$ cat config.mk
export PLATFORM = sky130hd
export DESIGN_NAME = dbg_input_port
export DESIGN_NICKNAME = d
export VERILOG_FILES = /design/src/rtl/dbg_input_port_pkg.sv /design/src/rtl/dbg_tick_gen.sv /design/src/rtl/dbg_input_port.sv
export SDC_FILE = /design/constraint.sdc
export NUM_CORES = 1
export LEC_CHECK = 0
export CORE_MARGIN = 1.5
export CORE_UTILIZATION = 45
export CTS_BUF_LIST = sky130_fd_sc_hd__clkbuf_8 sky130_fd_sc_hd__clkbuf_16
export CTS_CLUSTER_SIZE = 10
export DETAILED_ROUTE_END_ITERATION = 10
export HOLD_SLACK_MARGIN = 0.02
export PLACE_DENSITY = 0.71
export SYNTH_ARGS = -nofsm -noshare
export SYNTH_HDL_FRONTEND = slang
export SYNTH_HIERARCHICAL = 1
export SYNTH_SLANG_ARGS = --single-unit
$ cat constraint.sdc
create_clock -name clk -period 2.8 [get_ports clk]
set_input_delay 0.28 -clock clk [delete_from_list [all_inputs] [get_ports clk]]
set_output_delay 0.28 -clock clk [all_outputs]
set_load 0.1 [all_outputs]
$ cat src/rtl/dbg_input_port_pkg.sv
// dbg_input_port shared definitions.
// Register offsets, default base address and bus decode helper.
package dbg_input_port_pkg;

  localparam logic [31:0] DBG_IN_LEVEL = 32'h0;
  localparam logic [31:0] DBG_IN_EVENT = 32'h4;
  localparam logic [31:0] DBG_IN_MASK  = 32'h8;

  // Sits right above the LED output register at $7ff0.
  localparam logic [31:0] DBG_IN_BASE  = 32'h0000_7ff4;

  typedef enum logic [1:0] {
    SEL_NONE,
    SEL_LEVEL,
    SEL_EVENT,
    SEL_MASK
  } reg_sel_e;

  function automatic reg_sel_e dbg_in_decode(
    input logic [31:0] adrs,
    input logic [31:0] base
  );
    reg_sel_e sel;
    sel = SEL_NONE;
    unique case (1'b1)
      (adrs == base + DBG_IN_LEVEL): sel = SEL_LEVEL;
      (adrs == base + DBG_IN_EVENT): sel = SEL_EVENT;
      (adrs == base + DBG_IN_MASK):  sel = SEL_MASK;
      default:                       sel = SEL_NONE;
    endcase
    return sel;
  endfunction

endpackage

$ cat src/rtl/dbg_tick_gen.sv
// Debounce sample strobe: one-cycle tick every DB_CYCLES clocks.
// Counter runs 0..DB_CYCLES-1 and wraps.
module dbg_tick_gen #(
  parameter int DB_CYCLES = 50000,
  parameter int CNT_W     = 16
) (
  input  logic clk,
  input  logic reset_n,
  output logic tick
);

  localparam logic [CNT_W-1:0] LAST = CNT_W'(DB_CYCLES - 1);

  logic [CNT_W-1:0] cnt_q;
  logic [CNT_W-1:0] cnt_d;

  assign tick  = (cnt_q == LAST);
  assign cnt_d = tick ? '0 : cnt_q + 1'b1;

  always_ff @(posedge clk or negedge reset_n) begin
    if (!reset_n) begin
      cnt_q <= '0;
    end else begin
      cnt_q <= cnt_d;
    end
  end

endmodule

$ cat src/rtl/dbg_input_port.sv
// Memory-mapped switch/button input port: sync, debounce,
// sticky rising-edge events, maskable level interrupt.
module dbg_input_port
  import dbg_input_port_pkg::*;
#(
  parameter int          WIDTH     = 10,
  parameter int          DB_CYCLES = 50000,
  parameter int          CNT_W     = 16,
  parameter logic [31:0] BASE_ADRS = DBG_IN_BASE
) (
  input  logic             clk,
  input  logic             reset_n,
  input  logic [WIDTH-1:0] sw_in,
  input  logic [31:0]      adrs,
  input  logic             rd_en,
  input  logic             wr_en,
  input  logic [31:0]      wr_data,
  output logic [31:0]      rd_data,
  output logic             rd_valid,
  output logic             irq
);

  localparam int PAD = 32 - WIDTH;

  logic             tick;
  logic [WIDTH-1:0] sync1_q;
  logic [WIDTH-1:0] sync2_q;
  logic [WIDTH-1:0] samp_prev_q;
  logic [WIDTH-1:0] level_q, level_d;
  logic [WIDTH-1:0] event_q, event_d;
  logic [WIDTH-1:0] mask_q, mask_d;
  logic [WIDTH-1:0] stable;
  logic [WIDTH-1:0] rise;
  logic [31:0]      rd_data_q, rd_data_d;
  logic             rd_valid_q, rd_valid_d;
  logic             irq_q, irq_d;
  reg_sel_e         sel;
  logic             unused_wr;

  assign unused_wr = ^wr_data[31:WIDTH];

  dbg_tick_gen #(
    .DB_CYCLES (DB_CYCLES),
    .CNT_W     (CNT_W)
  ) u_tick (
    .clk     (clk),
    .reset_n (reset_n),
    .tick    (tick)
  );

  assign sel = dbg_in_decode(adrs, BASE_ADRS);

  // A bit only moves once two consecutive samples agree.
  assign stable  = ~(sync2_q ^ samp_prev_q);
  assign level_d = tick ? ((level_q & ~stable) | (sync2_q & stable))
                        : level_q;
  assign rise    = level_d & ~level_q;

  always_comb begin
    event_d = event_q | rise;
    mask_d  = mask_q;
    if (wr_en && sel == SEL_EVENT) begin
      event_d = (event_q & ~wr_data[WIDTH-1:0]) | rise;
    end
    if (wr_en && sel == SEL_MASK) begin
      mask_d = wr_data[WIDTH-1:0];
    end
  end

  assign irq_d = |(event_d & mask_d);

  always_comb begin
    rd_data_d  = rd_data_q;
    rd_valid_d = 1'b0;
    if (rd_en) begin
      unique case (sel)
        SEL_LEVEL: begin
          rd_data_d  = {{PAD{1'b0}}, level_q};
          rd_valid_d = 1'b1;
        end
        SEL_EVENT: begin
          rd_data_d  = {{PAD{1'b0}}, event_q};
          rd_valid_d = 1'b1;
        end
        SEL_MASK: begin
          rd_data_d  = {{PAD{1'b0}}, mask_q};
          rd_valid_d = 1'b1;
        end
        default: begin
          rd_data_d  = rd_data_q;
          rd_valid_d = 1'b0;
        end
      endcase
    end
  end

  always_ff @(posedge clk or negedge reset_n) begin
    if (!reset_n) begin
      sync1_q     <= '0;
      sync2_q     <= '0;
      samp_prev_q <= '0;
      level_q     <= '0;
      event_q     <= '0;
      mask_q      <= '0;
      rd_data_q   <= '0;
      rd_valid_q  <= 1'b0;
      irq_q       <= 1'b0;
    end else begin
      sync1_q     <= sw_in;
      sync2_q     <= sync1_q;
      if (tick) begin
        samp_prev_q <= sync2_q;
      end
      level_q     <= level_d;
      event_q     <= event_d;
      mask_q      <= mask_d;
      rd_data_q   <= rd_data_d;
      rd_valid_q  <= rd_valid_d;
      irq_q       <= irq_d;
    end
  end

  assign rd_data  = rd_data_q;
  assign rd_valid = rd_valid_q;
  assign irq      = irq_q;

endmodule

# Word level (Yosys, flattened, before mapping)
# Index checks and enable logic that the tools add are counted.
# word_totals
elab_cells	45
ff_bits	110
output_inout_bits	34
# op_classes
mux	8
bitwise	13
add_sub_neg	1
eq_ne	7
reduce_logical	6
# ops
cell	n
$eq 32x15->1 const B	3
$pmux 32 s3	1
$and 10x10->10	5
$not 10->10	4
$mux 10	3
$or 10x10->10	3
$add 16x1->16 const B	1
$eq 16x16->1 const B	1
$mux 16	1
$reduce_or 10->1	1
$xor 10x10->10	1
$pmux 2 s3	1
$eq 2x2->1 const B	2
$reduce_bool 3->1	1
$reduce_or 3->1	1
$eq 2x1->1 const B	1
$logic_and 1x1->1	2
$mux 1	2
$reduce_and 2->1	1

# Logic depth before layout (Yosys ltp)
# depth
depth_word	11
ltp_mapped	13

# Hierarchy
# Netlist, hierarchy kept.
# modules_own_cells
mod	instances	area_each_um2	cells_each	seq_area_each_um2
dbg_input_port	1	3472.1	348	1801.7
dbg_tick_gen	1	762.0	67	400.4

# Worst setup path after synthesis
# No wires, ideal clock.
# synth_path
path_kind	reg2reg
start	register u_tick.cnt_q[0]
end	register irq_q (netlist: irq)
arrival_time_ns	2.369
required_time_ns	2.661
path_stages_with_launch	14
setup_slack_ns	0.292
n_path_buf	3
synth_period_minus_slack_ns	2.508
setup_ns	0.139
path_cell_list	dfrtp_1 > ha_1 > and3_1 > buf_2 > and4_1 > buf_6 > clkbuf_1 > and4b_1 > nand2b_1 > mux2i_1 > a32o_1 > o22ai_1 > and4b_1 > o2111ai_2
# synth_between
elab_chain_len	7
# synth_rtl
element	line_no	source
start, declared	dbg_tick_gen.sv:14	logic [CNT_W-1:0] cnt_q;
start signal, assigned	dbg_tick_gen.sv:24	cnt_q <= cnt_d;
$eq 16x16->1 (*)	dbg_tick_gen.sv:17	assign tick = (cnt_q == LAST);
net tick	dbg_input_port.sv:25	logic tick;
$mux 10 (*)	dbg_input_port.sv:55	assign level_d = tick ? ((level_q & ~stable) | (sync2_q & stable))
$and 10x10->10 (*)	dbg_input_port.sv:57	assign rise = level_d & ~level_q;
$or 10x10->10 (on tied branches)	dbg_input_port.sv:60, dbg_input_port.sv:63	
$mux 10 (*)	dbg_input_port.sv:62	if (wr_en && sel == SEL_EVENT) begin
$and 10x10->10 (*)	dbg_input_port.sv:70	assign irq_d = |(event_d & mask_d);
$reduce_or 10->1 (*)	dbg_input_port.sv:70	
net irq_d	dbg_input_port.sv:36	logic irq_q, irq_d;
end signal, assigned	dbg_input_port.sv:119	irq_q <= irq_d;
end, declared	dbg_input_port.sv:36	
# The timed path passes the listed nets; every way through them passes the cells marked *.
# A chain may end at the register's enable or synchronous reset.

# Worst setup path in the final report
# Ends and elaborated chain as after synthesis.

==> results.sh <==
export IMPL_status="complete, no violations"
export IMPL_rsz0062_at_grt="no"
export IMPL_synthDistinctLibCells=57
export IMPL_power_leakage_nw=2.401
export IMPL_timing_slew_headroom_pct=26.88
export IMPL_yosysWarnings=6
export IMPL_insertedDiodeCount=0
export IMPL_die_width_um=100
export IMPL_grt_pass1_wl_um=14420
export IMPL_ir_drop_v=0.0002848
export IMPL_insertion_delay_ns=0.35
export IMPL_p_per_area_nw_per_um2=456.9
export IMPL_postCtsHoldBufs=0
export IMPL_io_pins=112
export IMPL_postSynthCellCount=415
export IMPL_crit_path_max_fanout=26
export IMPL_final_common_cell="dfrtp_1"
export IMPL_hold_ws_ns=0.1192
export IMPL_drv_slew=0
export IMPL_p_comb_share_pct=10.8
export IMPL_rrSetupSlack_ns=0.21
export IMPL_p_seq_share_pct=55.1
export IMPL_max_freq_mhz=386.0
export IMPL_cts_resized=0
export IMPL_cts_sinks=88
export IMPL_worstSetupStartpoint="u_tick/cnt_q[0]"
export IMPL_worst_ep_required_time_ns=3.03
export IMPL_power_switching_uw=655.6
export IMPL_num_vias=3207
export IMPL_grt_usage_pct=18.42
export IMPL_syn_to_final_growth_pct=21.19
export IMPL_async_flop_share_pct=100.0
export IMPL_yosysSeqAreaShare_pct=52.01
export IMPL_layout_nets=568
export IMPL_core_sq_um=9196
export IMPL_drt_initial_drc_count=181
export IMPL_reg2reg_depth=11
export IMPL_synth_flop_cell="dfrtp_1"
export IMPL_max_cap_viol_count=0
export IMPL_antenna_found_initial=0
export IMPL_cts_root_buf="clkbuf_8"
export IMPL_finalSetupViolCount=0
export IMPL_route_detailed_drc=0
export IMPL_worstHoldPathType="primary input to asynchronous set/reset pin"
export IMPL_port_buffers=67
export IMPL_htreeDepth=3
export IMPL_finalCritPeriodShare_pct=92.53
export IMPL_cts_buffers=9
export IMPL_finalWirelength_um=8925
export IMPL_arrival_ns=2.82
export IMPL_rows=35
export IMPL_grt_pass1_vias=3097
export IMPL_cp_start_kind="flip-flop"
export IMPL_routedWlPerCell_um=14.75
export IMPL_synth_seq_cells=88
export IMPL_dp_hpwl_um=6342
export IMPL_swShare_pct=27.97
export IMPL_drtAntennaViolNets=0
export IMPL_clock_skew_final_ns=0.01218
export IMPL_crit_type="flip-flop to flip-flop"
export IMPL_worst_setup_path_end_kind="flip-flop"
export IMPL_vias_per_cell=5.301
export IMPL_tns_ns=0
export IMPL_dr_pass1_iters=4
export IMPL_cp_endpoint="irq"
export IMPL_die_area_sq_um=10000
export IMPL_r2r_start="u_tick/cnt_q[0]"
export IMPL_period_minus_slack_ns=2.591
export IMPL_path_clk_slew_ns=0.10
export IMPL_drive_gt1_share_pct=13.56
export IMPL_internal_power_mw=1.689
export IMPL_netlist_area_sq_um=4234
export IMPL_tritoncts="done"
export IMPL_avgSynthCellArea_sq_um=10.20
export IMPL_grt_ovfl_total=0
export IMPL_cts_buffer_depth=2
export IMPL_gp_congestion=0.7927
export IMPL_layout_common_cells="dfrtp_1, clkdlybuf4s50_1, nand2_1"
export IMPL_timing_hold_violations_final=0
export IMPL_start_util_pct=46.04
export IMPL_postCtsSetupBuffers=0
export IMPL_die_y_um=100
export IMPL_grt_max_degree=89
export IMPL_clkPwrFrac_pct=34.0
export IMPL_rr_endpoint="irq"
export IMPL_synth_edf_count=0
export IMPL_worst_pin_slew_ns=1.097
[synthesized netlist by cell type (all sizes together) (4+ instances only)]
library cell  number  area (sq um)
dfrtp             88          2202
nand2             51         191.4
o21ai             41         205.2
a21oi             37         192.7
buf               28         210.2
nor2              21         78.83
inv               16         60.06
and4              13         120.1
clkbuf            10         38.78
mux2              10         116.4
nand2b             8         50.05
xor2               8         70.07
a21o               7         52.55
and4b              7         70.07
mux2i              7         70.07
nand4              6         58.80
and2               5         33.78
nand3              4         20.02
nor4               4         25.02
xnor2              4         35.03
[worst max-delay path, stage by stage (launching register included)]
cell and delay, ns:
dfrtp_1 0.42, ha_1 0.24, and3_1 0.20, and4_1 0.25, buf_12 0.20, and4b_1 0.24, nand2b_1 0.15, mux2i_1 0.13
a21oi_1 0.11, a22oi_1 0.20, and4b_1 0.23, o2111ai_2 0.10
[metal layers]
metal  vias up  global-route usage [%]  routed length (um)  part of all wire (%)
li1       1558                       -                   -                     -
met1      1540                   24.71                4150                    46
met2       101                   30.25                4177                    47
met3         8                   3.273                 490                   5.5
met4         0                   6.501                 108                   1.2
met5         -                       0                   0                     0
[how the worst min path moves through the flow]
stage                     startpoint               end  slack, ns
after floorplan              reset_n        event_q[0]      -0.02
after global placement    sync1_q[0]        sync2_q[0]       0.33
after detailed placement  sync1_q[1]        sync2_q[1]       0.33
after CTS                    reset_n  u_tick/cnt_q[15]       0.16
after global routing         reset_n  u_tick/cnt_q[15]       0.20
final                        reset_n  u_tick/cnt_q[14]       0.12
[metrics by stage]
stage	setup WS, ns	power [mW]	util, %	cell area, sq um	cells
after floorplan	0.2920	1.482	-	4313	436
after global placement	0.2668	1.570	53.84	4951	589
after detailed placement	0.2098	1.572	53.84	4951	589
after CTS	0.2276	2.366	55.80	5131	605
after global routing	0.06616	2.424	55.80	5131	605
final	0.2091	2.344	55.80	5131	605
[power groups by stage]
stage	Clock, mW	Sequential, mW	Combinational (mW)
6_report	0.798	1.29	0.254
3_5_place_dp	0	1.32	0.254
3_3_place_gp	0	1.32	0.253
5_1_grt	0.862	1.29	0.268
2_1_floorplan	0	1.32	0.166
4_1_cts	0.819	1.29	0.255
[flip-flops by register name (all words and copies together) (netlist names)]
signal,count
u_tick/cnt_q,16
event_q,10
level_q,10
sync2_q,10
irq,1
mask_q,10
samp_prev_q,10
rd_valid,1
sync1_q,10
rd_data,10
[layout make-up]
class,instances,area [sq um]
inverters,16,60.06
repair buffers,80,748.2
fillers,795,4065
flip-flops and latches,88,2202
multi-input cells,294,1802
well taps,111,138.9
clock inverters,7,56.30
clock buffers,9,123.9
[logic make-up (layout without fill, tap and decap cells)]
family / after synthesis / after routing / share of synthesized area [%]
XOR/XNOR: 12 / 12 / 2.482
other: 1 / 22 / 0.08857
adder cells (fa/ha/maj): 1 / 1 / 0.2955
multiplexers: 17 / 17 / 4.403
buffers and inverters: 54 / 112 / 7.299
flip-flops: 88 / 88 / 52.01
AND/OR/NAND/NOR: 138 / 138 / 18.85
AO/OA/AOI/OAI: 104 / 104 / 14.57
(Power assumes the default switching activity.)
==> RTL change 1: new RTL, same flow settings <==
Put one more register stage on the output `rd_valid`, with the module's reset. The value now appears one clock later. The other outputs are not delayed to match.
--- a/src/rtl/dbg_input_port.sv
+++ b/src/rtl/dbg_input_port.sv
@@ -121,7 +121,13 @@
   end
 
   assign rd_data  = rd_data_q;
-  assign rd_valid = rd_valid_q;
+  always_ff @(posedge clk or negedge reset_n) begin
+    if (!reset_n) begin
+      rd_valid <= '0;
+    end else begin
+      rd_valid <= rd_valid_q;
+    end
+  end
   assign irq      = irq_q;
 
 endmodule
Function: changed (Yosys sat finds a counterexample within 4 cycles, from zero or initial values and one cycle with reset_n low).
==> RTL change 1 against the original RTL <==
Critical path depth decreased by 1; setup slack improved by 0.090 ns; routed wire length down 2.2%; power rose by 5.1%; sequential cell count up 1; clock power grew 13%; non-clock buffer count increased by 1; fmax increased by 3.6%; synthesized area shrank 0.47%; design area rose by 0.20%.
==> RTL change 1: results (changes against the original RTL) <==
[run_status]
status = finished clean

[finish]
fin_nets = 559  ; -1.6%
drive_gt1_share_pct = 12.8  ; -0.75 points
fillers = 778  ; -2.1%

[synth]
netlist_instances = 405  ; -2.4%
yosys.area_share.adder_pct = 0.297  ; +0.0014 points
synth_xor_area_share_pct = 2.49  ; +0.012 points
yosysSeqAreaShare_pct = 52.9  ; +0.84 points
ys_top_cells_by_area = dfrtp_1 (53%), o21ai_0 (6.1%), buf_4 (4.3%)
synth_compound_area_share_pct = 13.8  ; -0.76 points
synth.top_cells.by_count = dfrtp_1 (89), o21ai_0 (51), nand2_1 (37), buf_4 (24), nor2_1 (24)
yosysUniqueCellTypes = 50  ; -12%

[cts]
path_clk_slew_ns = 0.08  ; -0.02 ns
cts.hold.buffers_added = 1  ; +1

[timing]
timing.fmax_mhz = 400  ; +3.6%
slew_headroom_pct = 63.8  ; +37 points
clock_skew_ns = 0.00996  ; -0.00222 ns

[grt]
grt_use_met2_pct = 27.3  ; -2.9 points
grt_max_degree = 49  ; -45%
grt_use_met1_pct = 25.9  ; +1.1 points
grt_pass1_vias = 2989  ; -3.5%
track_usage_pct = 18.0  ; -0.43 points
use_met3_pct = 4.25  ; +0.97 points

[power_and_ir_drop]
p_leak_nw = 2.45  ; +2.0%
clock_power_share_pct = 36.6  ; +2.6 points
p_sw_uw = 629  ; -4.1%

[routing]
via_per_inst = 5.27  ; -0.54%
wl_met2_um = 4100  ; -1.9%
wl_met3_um = 435  ; -11%
num_vias = 3137  ; -2.2%
wl_met1_um = 4130  ; -0.41%

[setup_path]
crit_fanout = 18  ; -31%
r2r_setup_slack_ns = 0.30  ; +0.09 ns
cp_data_arrival_time_ns = 2.72  ; -0.10 ns
worstRegToRegCells = 10  ; -1

[place]
dpl.hpwl_um = 6210  ; -2.1%
dp_slack_ns = 0.209  ; -0.00119 ns
dp.cells = 579  ; -1.7%

[RTL change 1: stage by stage]
step,hold slack (ns),total power [mW],util [%],area (sq um)
5_1_grt,0.346,2.56,56.2,5140
3_5_place_dp,0.310,1.59,53.8,4930
2_1_floorplan,-0.0156,1.49,-,4290
4_1_cts,0.348,2.49,56.2,5140
6_report,0.347,2.46,56.2,5140
3_3_place_gp,0.299,1.58,53.8,4930
[RTL change 1: cell families (layout without fill, tap and decap cells)]
logic type                 Yosys count  after routing
and+or+nand+nor                    127            127
muxes                               22             22
xor gates and xnor gates            12             12
other                                1             22
AOI/OAI and AO/OA                   97             97
buffers and inverters               56            114
adders and majority gates            1              1
DFF                                 89             89
[RTL change 1: layout make-up]
type,count,area [sq um],share of cell area [%]
inverters,18,67.6,1.31
well taps,111,139,2.70
clock buffers,11,151,2.94
clock inverters,4,51.3,0.998
flip-flops and latches,89,2230,43.3
multi-input cells,281,1750,34.0
repair buffers,81,758,14.7
==> RTL change 2: new RTL, same flow settings <==
Without the edit above. `CNT_W` is set to 16 in 2 places; all go to 20.
--- a/src/rtl/dbg_tick_gen.sv
+++ b/src/rtl/dbg_tick_gen.sv
@@ -2,7 +2,7 @@
 // Counter runs 0..DB_CYCLES-1 and wraps.
 module dbg_tick_gen #(
   parameter int DB_CYCLES = 50000,
-  parameter int CNT_W     = 16
+  parameter int CNT_W     = 20
 ) (
   input  logic clk,
   input  logic reset_n,
--- a/src/rtl/dbg_input_port.sv
+++ b/src/rtl/dbg_input_port.sv
@@ -5,7 +5,7 @@
 #(
   parameter int          WIDTH     = 10,
   parameter int          DB_CYCLES = 50000,
-  parameter int          CNT_W     = 16,
+  parameter int          CNT_W     = 20,
   parameter logic [31:0] BASE_ADRS = DBG_IN_BASE
 ) (
   input  logic             clk,
Check against the original RTL: no difference found for any inputs over 10 cycles, from zero or initial values and one cycle with reset_n low; that may be too few to reach the edited logic, so the function may still have changed.
==> RTL change 2 against the original RTL <==
Via count up 6.9%; largest power group unchanged; design area grew 8.2%; sequential cell count is 4 higher; core utilization rose by 3.5 points; critical path type unchanged; power grew 1.9%; global-route usage up 1.0 points; setup slack worse by 0.045 ns; synthesized area is 3.9% higher; non-clock buffer count grew 21; routed wire length increased by 12%.
==> RTL change 2: results (changes against the original RTL) <==
[cts]
clkSinkCount = 92  ; +4.5%
htree_levels = 3  ; unchanged

[setup_path]
cp_data_arrival_time_ns = 2.91  ; +0.09 ns
worstRegToRegCells = 10  ; -1
critPathLaunch = u_tick/cnt_q[7]$_DFF_PN0_
critPathSlowestCell = or4b_4
crit_fanout = 5  ; -81%
cpPeakStageDelay_ns = 0.54  ; +0.12 ns

[finish]
buffers = 101  ; +26%
clock_tree_area_fraction_pct = 3.02  ; -0.49 points
bufAreaShareNonClock_pct = 17.2  ; +2.7 points
drive_gt1_share_pct = 16.5  ; +3.0 points
fin_nets = 606  ; +6.7%
largest_reg_flops = 20  ; +4
fillers = 839  ; +5.5%
num-nonclk-inverters = 18  ; +2
nMultiInputCombCells = 305  ; +3.7%

[power_and_ir_drop]
p_sw_uw = 652  ; -0.54%
p_sw_share_pct = 27.3  ; -0.67 points
seq_power_mw = 1.35  ; +5%
power_clock_uw = 781  ; -2%
p_leak_nw = 2.60  ; +8.3%
ir_drop_mv = 0.263  ; -7.8%

[routing]
wl_met2_um = 4550  ; +8.9%
wire_per_inst_um = 15.1  ; +2.4%
wl_met1_um = 4550  ; +9.6%
wl_met3_um = 700  ; +43%
drt_iter0_markers = 218  ; +20%

[synth]
synth_compound_area_share_pct = 14.0  ; -0.55 points
ys_top_cells_by_area = dfrtp_1 (52%), o21ai_0 (4.7%), nand2_1 (4.4%)
synth_top_family_by_area = simple AND/OR/NAND/NOR gates
yosys.area_share.adder_pct = 0.284  ; -0.011 points
synth.top_cells.by_count = dfrtp_1 (92), nand2_1 (51), o21ai_0 (41), a21oi_1 (35)
yosysSeqAreaShare_pct = 52.3  ; +0.31 points

[grt]
track_usage_pct = 19.4  ; +1.0 points
grt_use_met2_pct = 30.3  ; about the same
grt_max_degree = 56  ; -37%
use_met3_pct = 3.42  ; +0.15 points
grt_pass1_wl_um = 15600  ; +8.2%
grt_use_met1_pct = 27.0  ; +2.3 points

[timing]
clock_skew_ns = 0.0102  ; -0.00201 ns
tightest_slew_ns = 0.679  ; -0.417 ns
timing.fmax_mhz = 379  ; -1.7%

[worst_hold_path]
whs_path_depth = 1

[place]
placed_cell_area_sq_um = 5190  ; +4.9%
dpl.hpwl_um = 6770  ; +6.7%
dp_slack_ns = 0.0579  ; -0.152 ns
place.gp.congestion = 0.779  ; -1.7%

[run_status]
status = finished clean

[RTL change 2: cell types whose count changed in the layout (fill, tap and decap cells not counted), moves of 2 or more]
| cell | before | now |
|---|---|---|
| buf_4 | 25 | 40 |
| dfrtp_1 | 88 | 92 |
| nand3_1 | 4 | 8 |
| and3_1 | 2 | 4 |
| xnor2_1 | 4 | 12 |
| and4_1 | 10 | 7 |
| xor2_1 | 8 | 5 |
| clkinv_4 | 2 | 0 |
| nor4_4 | 0 | 2 |
| inv_1 | 16 | 20 |
| clkbuf_16 | 0 | 2 |
| nor2_1 | 21 | 23 |
[RTL change 2: stage by stage]
| stage | utilization [%] | instances | hold WS [ns] |
|---|---|---|---|
| after floorplan | - | 451 | -0.0156 |
| after global placement | 55.4 | 627 | 0.331 |
| after detailed placement | 55.4 | 627 | 0.335 |
| after CTS | 57.3 | 644 | 0.336 |
| after global routing | 59.3 | 661 | 0.339 |
| final | 59.3 | 661 | 0.345 |
